File: config.mk
export PLATFORM = sky130hd
export DESIGN_NAME = counter_wrap_monitor
export DESIGN_NICKNAME = d
export VERILOG_FILES = /design/src/rtl/counter_wrap_monitor.sv
export SDC_FILE = /design/constraint.sdc
export NUM_CORES = 1
export LEC_CHECK = 0
export ABC_AREA = 1
export BUFFER_PORTS_ARGS = -buffer_cell sky130_fd_sc_hd__buf_2
export CAP_MARGIN = 30
export CORE_AREA = 2 2 47 71
export DETAILED_ROUTE_END_ITERATION = 7
export DIE_AREA = 0 0 49 73
export PLACE_DENSITY = 0.75
export SLEW_MARGIN = 15
export SYNTH_ARGS = -nofsm -noshare
export SYNTH_HDL_FRONTEND = slang
export SYNTH_SLANG_ARGS = --single-unit
File: constraint.sdc
create_clock -name clk -period 1.95 [get_ports clk]
set_clock_uncertainty 0.2 [all_clocks]
set_input_delay 0.2925 -clock clk [delete_from_list [all_inputs] [get_ports clk]]
set_output_delay 0.2925 -clock clk [all_outputs]
set_load 0.01 [all_outputs]
File: src/rtl/counter_wrap_monitor.sv
// counter_wrap_monitor: observes a 4-bit enable counter. It counts 15->0 wraps
// into a saturating register, pulses on overflow-flag rising edges, and every
// REPORT_EVERY wraps offers a wrap-count snapshot over a four-phase req/ack
// handshake.
//
// Ports:
//   clk           rising-edge clock shared with the counter
//   reset         asynchronous active-low reset, clears all state
//   clear         synchronous statistics clear (wrap_count, tally, stickies)
//   counter_in    sampled counter value
//   overflow_in   sampled counter overflow flag
//   rpt_ack       consumer acknowledge
//   wrap_count    saturating wrap count
//   ovf_pulse     one-cycle pulse after an overflow_in rise
//   overflow_seen sticky overflow indicator
//   rpt_req       report request
//   rpt_data      wrap_count snapshot, stable while rpt_req is high
//   rpt_missed    sticky, a report threshold hit while the handshake was busy
module counter_wrap_monitor #(
    parameter int unsigned WRAP_W       = 8,
    parameter int unsigned REPORT_EVERY = 4
) (
    input  logic              clk,
    input  logic              reset,
    input  logic              clear,
    input  logic [3:0]        counter_in,
    input  logic              overflow_in,
    input  logic              rpt_ack,
    output logic [WRAP_W-1:0] wrap_count,
    output logic              ovf_pulse,
    output logic              overflow_seen,
    output logic              rpt_req,
    output logic [WRAP_W-1:0] rpt_data,
    output logic              rpt_missed
);

    localparam int unsigned TALLY_W = ($clog2(REPORT_EVERY) > 0) ? $clog2(REPORT_EVERY) : 1;
    localparam logic [TALLY_W-1:0] TALLY_LAST = TALLY_W'(REPORT_EVERY - 1);
    localparam logic [WRAP_W-1:0]  WRAP_MAX   = '1;

    typedef enum logic [1:0] {
        IDLE    = 2'd0,
        REQ     = 2'd1,
        ACK_LOW = 2'd2
    } state_t;

    state_t             state, state_d;
    logic               run_q;
    logic [3:0]         prev_cnt;
    logic               prev_ovf;
    logic [TALLY_W-1:0] tally;
    logic               wrap_ev;
    logic               thresh;
    logic [WRAP_W-1:0]  wrap_inc;
    logic               rpt_req_d;
    logic [WRAP_W-1:0]  rpt_data_d;
    logic               rpt_missed_d;

    // Wrap detection; clear discards a coincident wrap so it never reaches a threshold.
    always_comb begin
        wrap_ev  = (prev_cnt == 4'hF) && (counter_in == 4'h0);
        wrap_inc = (wrap_count == WRAP_MAX) ? wrap_count : wrap_count + WRAP_W'(1);
        thresh   = wrap_ev && !clear && (tally == TALLY_LAST);
    end

    // Handshake next-state and registered-output next values.
    always_comb begin
        state_d      = state;
        rpt_req_d    = rpt_req;
        rpt_data_d   = rpt_data;
        rpt_missed_d = clear ? 1'b0 : rpt_missed;
        case (state)
            IDLE: begin
                if (thresh) begin
                    rpt_req_d  = 1'b1;
                    rpt_data_d = wrap_inc;
                    state_d    = REQ;
                end
            end
            REQ: begin
                if (thresh) rpt_missed_d = 1'b1;
                if (rpt_ack) begin
                    rpt_req_d = 1'b0;
                    state_d   = ACK_LOW;
                end
            end
            ACK_LOW: begin
                if (thresh) rpt_missed_d = 1'b1;
                if (!rpt_ack) state_d = IDLE;
            end
            default: state_d = IDLE;
        endcase
    end

    // run_q delays the first update to the second edge after reset release.
    always_ff @(posedge clk or negedge reset) begin
        if (!reset) begin
            run_q      <= 1'b0;
            state      <= IDLE;
            rpt_req    <= 1'b0;
            rpt_data   <= '0;
            rpt_missed <= 1'b0;
        end else begin
            run_q <= 1'b1;
            if (run_q) begin
                state      <= state_d;
                rpt_req    <= rpt_req_d;
                rpt_data   <= rpt_data_d;
                rpt_missed <= rpt_missed_d;
            end
        end
    end

    // Sampling history and statistics.
    always_ff @(posedge clk or negedge reset) begin
        if (!reset) begin
            prev_cnt      <= 4'h0;
            prev_ovf      <= 1'b0;
            tally         <= '0;
            wrap_count    <= '0;
            ovf_pulse     <= 1'b0;
            overflow_seen <= 1'b0;
        end else if (run_q) begin
            prev_cnt  <= counter_in;
            prev_ovf  <= overflow_in;
            ovf_pulse <= overflow_in && !prev_ovf;
            if (clear) begin
                tally         <= '0;
                wrap_count    <= '0;
                overflow_seen <= 1'b0;
            end else begin
                if (overflow_in) overflow_seen <= 1'b1;
                if (wrap_ev) begin
                    wrap_count <= wrap_inc;
                    tally      <= (tally == TALLY_LAST) ? '0 : tally + TALLY_W'(1);
                end
            end
        end
    end

endmodule

==> flow_summary_export.csv <==
group,metric,value,unit
run_status,status,"finished clean",
routing,antenna_left,0,
clock_network,cts-root-buf,"clkbuf_8",
floorplan,die_y,73,um
synthesis,ys_seq_area_frac,0.4862,
timing,fmax,607.0,MHz
place,port_buffers,28,
hold_path,hold_path.class,"primary input to flip-flop",
global_routing,gr-total-overflow,0,
floorplan,die-area,0.003577,mm^2
timing,tns,0,ns
power_and_ir_drop,irDropWorstVdd,0.5201,mV
synthesis,synth_warnings,0,
worst_setup_path,cpMaxStageDelayCell,"dfrtp_1",
global_routing,first_global_vias,1334,
clock_network,cts_tree,"yes",
power_and_ir_drop,leakage,1.045,nW
synthesis,avgSynthCellArea,7.837,um^2
power_and_ir_drop,power,1.216,mW
finish,utilization,0.6037,
synthesis,syn_area,0.001544,mm^2
hold_path,holdPathStages,3,
synthesis,yosysMostFrequentCell,"nand2_1",
floorplan,io-pin-count,29,
finish,final_nets,247,
worst_setup_path,reg2reg_depth,8,
timing,worst_pin_slew,0.6656,ns
routing,drt_first_pass_iters,4,
synthesis,synthFlopType,"dfrtp_1",
clock_network,clkSinkCount,30,
synthesis,synth_common_cells,"80 x nand2_1, 30 x dfrtp_1, 22 x inv_1",
clock_network,numCtsBuffers,5,
synthesis,netlist-cell-type-count,17,
place,dp_hpwl,2450,um
clock_network,ctsHoldBuffers,1,
place,pre_cts_ws,0.3190,ns
clock_network,post_cts_buffers,0,
synthesis,yosys-top-cells-area,"dfrtp_1 49%, nand2_1 19%, inv_1 5.3%",
timing,grt_setup_unrepaired,"false",
synthesis,synth_edf_count,0,
place,dpl_cell_area,0.001730,mm^2
finish,multi_input_area,695.7,um^2
timing,finalCritPeriodShare,0.8449,
clock_network,h-tree-depth,2,
finish,fillers,304,
timing,finalWorstSetupSlack,0.3025,ns
timing,setup_violations,0,
floorplan,die_w,49,um
worst_setup_path,crit_chain,"ha_1 -> nand2_1 -> nor2_4 -> nand2_2 -> nand2_1 -> nand2_1 -> nand2_1 -> o21ai_1",
floorplan,initial_core_util,0.5089,
timing,drv_slew,0,
finish,syn_to_final_growth,18.64,%
routing,drc,0,
worst_setup_path,reg2reg_from,"wrap_count[1]",
clock_network,cts-resized-gates,0,
clock_network,clock_latency,0.27,ns
global_routing,antenna_found_initial,0,
synthesis,ys_async_sr_fraction,1.000,
synthesis,synth-seq-cells,30,
timing,slew_headroom,0.5563,
worst_setup_path,startpoint,"wrap_count[1]",
global_routing,track_usage,0.2010,
timing,layout_min_cycle_time,1.647,ns
routing,routed_via_density,4.960,
finish,ff_latch_area,750.7,um^2
worst_setup_path,cp_slowest_stage_delay,0.42,ns
worst_setup_path,required,1.91,ns
routing,vias,1354,
worst_setup_path,critPathMaxFanout,6,
synthesis,synthCells,197,
routing,wirelength,3149,um
clock_network,clkTransAtPathRegs,0.06,ns
global_routing,grt_start_max_net_pins,31,
synthesis,synth_top_area_frac,0.4862,
place,gp_congestion,0.9141,
worst_setup_path,cp.arrival,1.61,ns
worst_setup_path,r2r_setup_slack,0.30,ns
worst_setup_path,cp-start-kind,"flip-flop",
worst_setup_path,path_class,"flip-flop to flip-flop",
routing,drtIter0Drc,17,
worst_setup_path,crit_end,"wrap_count[0]",
worst_setup_path,end_kind,"flip-flop",
finish,fin_area,0.001832,mm^2
worst_setup_path,r2r-end,"wrap_count[0]",
worst_setup_path,crit_top_cell,"nand2_1",
timing,hold_viol_final,0,
routing,drt-wirelength-per-cell,11.53,um
power_and_ir_drop,pwr_density_cell,663.7,mW/mm^2
finish,layout-drive-gt1-share,0.2060,
floorplan,fp-row-count,25,
finish,diodes,0,
floorplan,coreArea,0.003034,mm^2
clock_network,ctsLongestPathBuffers,2,
synthesis,synth_nets,212,
synthesis,yosysTopAreaCell,"dfrtp_1",
global_routing,grt_pass1_wl,5451,um
job,cap_violations,0,
[through the flow]
step,instances,hold WS (ns)
after floorplan,197,-0.2031
after global placement,264,0.1685
after detailed placement,264,0.1635
after CTS,273,0.06217
after global routing,273,0.08713
final,273,0.07394
[routing by layer]
metal | vias up | GRT usage | wire length, um
met2 | 29 | 0.3805 | 1681
met4 | 0 | 0.08254 | 64
met3 | 7 | 0.04713 | 105
met5 | - | 0 | 0
li1 | 690 | - | -
met1 | 628 | 0.2113 | 1297
[state kept, by name (all words and copies together) (netlist names)]
signal,flops
rpt_missed,1
prev_cnt,4
run_q,1
rpt_req,1
overflow_seen,1
rpt_data,8
prev_ovf,1
wrap_count,8
tally,2
ovf_pulse,1
state,2
[placed cells by master, fill, tap and decap left out, types with 2 or more instances in the layout]
cell type,n
o21ai_0,13
clkbuf_8,6
nand2_2,2
dfrtp_1,30
nand4_1,7
nand3_1,13
nor2_1,7
o21ai_1,3
inv_2,3
inv_1,22
nand3_2,3
nand2_1,80
ha_1,6
buf_2,28
nor2_4,4
[cell families after synthesis]
group,after synthesis,synth area share
AOI/OAI and AO/OA,18,0.06077
adders and majority gates,6,0.04862
buffers and inverters,26,0.06321
DFF,30,0.4862
other,1,0.002429
and+or+nand+nor,116,0.3387
[critical path: cells and delay by family (launching register included)]
family | cells | cell delay [ns]
simple gates | 6 | 0.65
compound gates | 1 | 0.05
flops | 1 | 0.42
fa+ha+maj | 1 | 0.22
[how the worst min path moves through the flow]
| stage | from | end |
|---|---|---|
| final | overflow_in | prev_ovf |
| after global routing | overflow_in | prev_ovf |
| after CTS | overflow_in | prev_ovf |
| after detailed placement | reset | wrap_count[2] |
| after global placement | reset | wrap_count[2] |
| after floorplan | reset | overflow_seen |
[where the power goes]
part           internal, mW  leakage [nW]  total, mW  switching (mW)
Sequential            0.638         0.400      0.650          0.0123
Combinational        0.0200         0.598     0.0615          0.0415
Clock                 0.284        0.0482      0.504           0.220
[area by class of cell]
cell class,count,area share
clock buffers,7,0.04713
inverters,25,0.05123
flip-flops and latches,30,0.4098
multi-input cells,141,0.3798
repair buffers,29,0.08197
well taps,40,0.02732
clock inverters,1,0.002732
Note: power is estimated with default switching activity, not from simulation.
